--- src/rtl/imem_boot_loader.sv ---
// Byte-stream boot loader: takes a length header and a little-endian word image,
// writes it into instruction memory and holds the core in reset until the image is in.
module imem_boot_loader #(
    parameter int ADDR_W = 8,
    parameter int DATA_W = 32
) (
    input  logic              CLK,
    input  logic              RST,
    input  logic              load_start,
    input  logic [7:0]        byte_data,
    input  logic              byte_valid,
    output logic              byte_ready,
    output logic              mem_we,
    output logic [ADDR_W-1:0] mem_addr,
    output logic [DATA_W-1:0] mem_wdata,
    output logic              core_rst_n,
    output logic              done,
    output logic              error,
    output logic [ADDR_W:0]   words_written,
    output logic [2:0]        state_dbg
);

    // Handshake: a byte moves on a rising edge where byte_valid && byte_ready.
    // byte_ready depends on the state alone, never on byte_valid.
    typedef enum logic [2:0] {
        S_LEN0  = 3'd0,
        S_LEN1  = 3'd1,
        S_DATA  = 3'd2,
        S_DONE  = 3'd3,
        S_ERROR = 3'd4
    } state_t;

    localparam logic [16:0] DEPTH_L = 17'd1 << ADDR_W;

    state_t              state_q;
    logic [7:0]          len_lo_q;
    logic [ADDR_W:0]     n_q;
    logic [1:0]          lane_q;
    logic [23:0]         asm_q;
    logic                mem_we_q;
    logic [ADDR_W-1:0]   mem_addr_q;
    logic [DATA_W-1:0]   mem_wdata_q;
    logic                core_rst_n_q;
    logic                done_q;
    logic                error_q;
    logic [ADDR_W:0]     words_written_q;

    logic                xfer;
    logic [15:0]         n_hdr;
    logic [ADDR_W:0]     ww_inc;
    logic [DATA_W-1:0]   word_full;

    assign byte_ready = (state_q == S_LEN0) || (state_q == S_LEN1) || (state_q == S_DATA);
    assign xfer       = byte_valid && byte_ready;
    assign n_hdr      = {byte_data, len_lo_q};
    assign ww_inc     = words_written_q + 1'b1;
    assign word_full  = {byte_data, asm_q};

    always_ff @(posedge CLK or negedge RST) begin
        if (!RST) begin
            state_q         <= S_LEN0;
            len_lo_q        <= '0;
            n_q             <= '0;
            lane_q          <= '0;
            asm_q           <= '0;
            mem_we_q        <= 1'b0;
            mem_addr_q      <= '0;
            mem_wdata_q     <= '0;
            core_rst_n_q    <= 1'b0;
            done_q          <= 1'b0;
            error_q         <= 1'b0;
            words_written_q <= '0;
        end else begin
            mem_we_q <= 1'b0;
            if (load_start) begin
                // Restart wins over any byte offered on this edge; that byte is dropped.
                state_q         <= S_LEN0;
                core_rst_n_q    <= 1'b0;
                done_q          <= 1'b0;
                error_q         <= 1'b0;
                words_written_q <= '0;
                lane_q          <= '0;
                asm_q           <= '0;
            end else begin
                case (state_q)
                    S_LEN0: if (xfer) begin
                        len_lo_q <= byte_data;
                        state_q  <= S_LEN1;
                    end
                    S_LEN1: if (xfer) begin
                        if (n_hdr == 16'd0) begin
                            state_q <= S_DONE;
                        end else if ({1'b0, n_hdr} > DEPTH_L) begin
                            state_q <= S_ERROR;
                            error_q <= 1'b1;
                        end else begin
                            n_q             <= n_hdr[ADDR_W:0];
                            lane_q          <= '0;
                            words_written_q <= '0;
                            state_q         <= S_DATA;
                        end
                    end
                    S_DATA: if (xfer) begin
                        lane_q <= lane_q + 2'd1;
                        if (lane_q != 2'd3) begin
                            asm_q[{lane_q, 3'b000} +: 8] <= byte_data;
                        end else begin
                            mem_wdata_q     <= word_full;
                            mem_addr_q      <= words_written_q[ADDR_W-1:0];
                            mem_we_q        <= 1'b1;
                            words_written_q <= ww_inc;
                            if (ww_inc == n_q) state_q <= S_DONE;
                        end
                    end
                    S_DONE: begin
                        core_rst_n_q <= 1'b1;
                        done_q       <= 1'b1;
                    end
                    default: ;
                endcase
            end
        end
    end

    assign mem_we        = mem_we_q;
    assign mem_addr      = mem_addr_q;
    assign mem_wdata     = mem_wdata_q;
    assign core_rst_n    = core_rst_n_q;
    assign done          = done_q;
    assign error         = error_q;
    assign words_written = words_written_q;
    assign state_dbg     = state_q;

endmodule

--- config.mk ---
export PLATFORM = sky130hd
export DESIGN_NAME = imem_boot_loader
export DESIGN_NICKNAME = d
export VERILOG_FILES = /design/src/rtl/imem_boot_loader.sv
export SDC_FILE = /design/constraint.sdc
export NUM_CORES = 1
export LEC_CHECK = 0
export CORE_MARGIN = 5
export CORE_UTILIZATION = 31
export CTS_CLUSTER_SIZE = 8
export DETAILED_ROUTE_END_ITERATION = 7
export SETUP_SLACK_MARGIN = 0.4
export SYNTH_ARGS = -nofsm -noshare
export SYNTH_HDL_FRONTEND = slang
export SYNTH_SLANG_ARGS = --single-unit
--- constraint.sdc ---
create_clock -name CLK -period 5.3 [get_ports CLK]
set_input_delay 0.795 -clock CLK [delete_from_list [all_inputs] [get_ports CLK]]
set_output_delay 0.795 -clock CLK [all_outputs]
set_load 0.02 [all_outputs]
==> summary.md <==
| Metric | Value |
|---|---|
| Outcome | complete, no violations |
| Hold-fix buffers, CTS | 0 |
| Synth Flop Type | dfrtp_1 |
| Max frequency | between 300 and 400 MHz |
| DP Worst Slack | 2.035 ns |
| Register area share after synthesis | 56.00% |
| Hold crit path type | input port to asynchronous set/reset pin |
| Area Overhead vs Synth | 24.94% |
| Synth Register Bits | 98 |
| Synth top cells by count | 171 x nand2_1, 98 x dfrtp_1, 35 x o21ai_0 |
| CTS resizes | 0 |
| Most common cell in the synthesized netlist | nand2_1 |
| # Max-Cap Violations | 0 |
| Num rows | 43 |
| Syn_nets | around 480 |
| Initial antenna violation count | 0 |
| Final TNS setup | 0 ns |
| Ports | 69 |
| Critical path arrival | approximately 3.2 ns |
| Slew Limit Fails | 0 |
| Worst-skew pair later-pin latency | about 0.34 ns |
| Vias in the first global route | roughly 3300 |
| Synthesis Warnings | 0 |
| Area of placed instances | between 5000 and 6000 sq um |
| Clock skew | 0.007229 ns |
| Setup bufs post-CTS | 0 |
| DIE WIDTH | 128.9 microns |
| Routed len/inst | roughly 15 microns |
| Iter 0 DRT Violations | between 200 and 250 |
| Final setup margin | ~2.3 ns |
| Post-Syn Instances | between 400 and 500 |
| Diode count | 0 |
| Fin crit share | a little under three fifths |
| Area of the die | 16600 sq um |
| Mapped Area | 4379 sq um |
| Rel. slew slack | around 6.8% |
| RSZ-0062 raised after global routing | no |
| Worst Hold Margin | around 0.45 ns |
| Worst-path clk slew | 0.07 ns |
| Static Leak | between 2 and 2.5 nW |
| VDD IR max | roughly 170 uV |
| Share of layout cells above drive strength 1 | approximately 7.7% |
| Router iterations before antenna repair | 5 |
| Final GP Congestion | roughly 0.86 |
| IO Port Bufs | 68 |
| Ys async rst share | 100.0% |
| CP startpoint kind | input port |
| Initial Util | a little under a third |
| Final-report hold violation count | 0 |
| CP required | 5.56 ns |
| PwrDens | 269.9 nW/um^2 |
| Slew @ Worst Pin | approximately 1.4 ns |
| Overall Global Routing Usage | about an eighth |
| Vias per cell | roughly 4.8 |
| Crit end category | flop |
| First-pass GRT wire length | roughly 17 mm |
| CTS Buf Count | 9 |
| Final WL | around 11 mm |
| Area share of the largest cell type after synthesis | a little under three fifths |
| Largest net degree at the start of global routing | 55 |
| Fin area | between 5000 and 6000 sq um |
| Setup Viol. Count Final | 0 |
| CTS tree | built |
| Root Driver | clkbuf_16 |
| Core area | about 14000 sq um |
| Tmin final | 2.959 ns |
| Vias | approximately 3400 |
| Max H-tree Level | 3 |
| Post-synth EDFFs | 0 |
| CTS max path bufs | 2 |
| Util after Layout | between 30% and 40% |
| Post-synth top area cell | dfrtp_1 |
| Crit path max fanout | 17 |
| Cell variety after synth | 48 |
| HPWL Detailed | 7.352 mm |
| DRC errors left | 0 |
| Antenna Nets Post-Route | 0 |
| TritonCTS Sinks | 98 |
| GRT overflow | 0 |
| Crit path kind | input port to flop |
| Avg Inst Size Synth | around 9.5 sq um |
| Synth top area cells | dfrtp_1 56%, nand2_1 15%, o21ai_0 4.0% |
| Die Ht | ~130 microns |
| Total Nets Final | roughly 530 |
==> routing by layer <==
layer | vias up | wire length (microns) | global-route usage, %
met3 | 12 | 342 | 2.325
met2 | 65 | 4938 | 20.27
met1 | 1669 | 5125 | 18.22
met5 | - | 0 | 0
met4 | 0 | 166 | 5.127
li1 | 1643 | - | -
==> state kept, by name, indices dropped and copies added (netlist names) <==
| name | cells |
|---|---|
| mem_wdata | 32 |
| error | 1 |
| mem_we | 1 |
| asm_q | 24 |
| mem_addr | 8 |
| len_lo_q | 8 |
| state_dbg | 3 |
| n_q | 9 |
| words_written | 9 |
| done | 1 |
| lane_q | 2 |
==> layout by cell type (no fill, tap or decap), types with 7 or more instances in the layout <==
cell type,netlist,final
a21oi_1,14,14
o21ai_0,35,35
mux2_2,9,9
xnor2_1,11,11
inv_1,7,7
nor2_1,22,22
dfrtp_1,98,98
clkbuf_16,0,9
nand2_1,171,171
clkdlybuf4s50_1,0,67
mux2_1,7,7
==> power by group <==
part           switching, mW  total [mW]  internal [mW]  leakage (nW)
combinational         0.0523      0.0878         0.0355          1.01
clock                  0.282       0.601          0.319         0.129
sequential            0.0183       0.788          0.769          1.34
total                  0.352        1.48           1.12          2.48
==> per-stage QoR <==
| step | std cells | power (mW) |
|---|---|---|
| after CTS | 702 | 1.497 |
| after global routing | 702 | 1.541 |
| final | 702 | 1.477 |
| after floorplan | 459 | 0.8439 |
| after global placement | 686 | 0.8889 |
| after detailed placement | 686 | 0.8920 |
==> area by class of cell <==
class / count / area (sq um)
fill: 1378 / 8409
tap: 180 / 225.2
timing repair buffer: 71 / 700.7
multi-input combinational: 330 / 1795
inverter: 7 / 26.28
sequential: 98 / 2452
clock inverter: 6 / 42.54
clock buffer: 10 / 229.0
==> cells by family after synthesis <==
logic type / after synthesis / share of synthesized area (%)
flip-flops: 98 / 56.00
AND/OR/NAND/NOR: 230 / 23.49
AO/OA/AOI/OAI: 66 / 9.372
adder cells (fa/ha/maj): 5 / 1.429
XOR/XNOR: 13 / 2.600
buffers and inverters: 31 / 3.000
multiplexers: 16 / 4.114
==> critical path: stages <==
cell,delay [ns]
clkdlybuf4s50_1,0.76
nor4b_1,1.29
nand2_1,0.18
o21ai_0,0.19
==> worst paths after layout <==
kind                               end  slack [ns]        start  cells after the start
max                           asm_q[2]        2.34   load_start                      4
min                             mem_we        0.45          RST                      1
max reg2reg                   asm_q[2]        2.79    lane_q[0]                      5
min reg2reg                mem_addr[7]        0.47  mem_addr[7]                      2
max in group asynchronous    asm_q[10]        3.77          RST                      2
min in group CLK           mem_addr[7]        0.47  mem_addr[7]                      2
No activity file was read; power rests on OpenSTA's default activity.
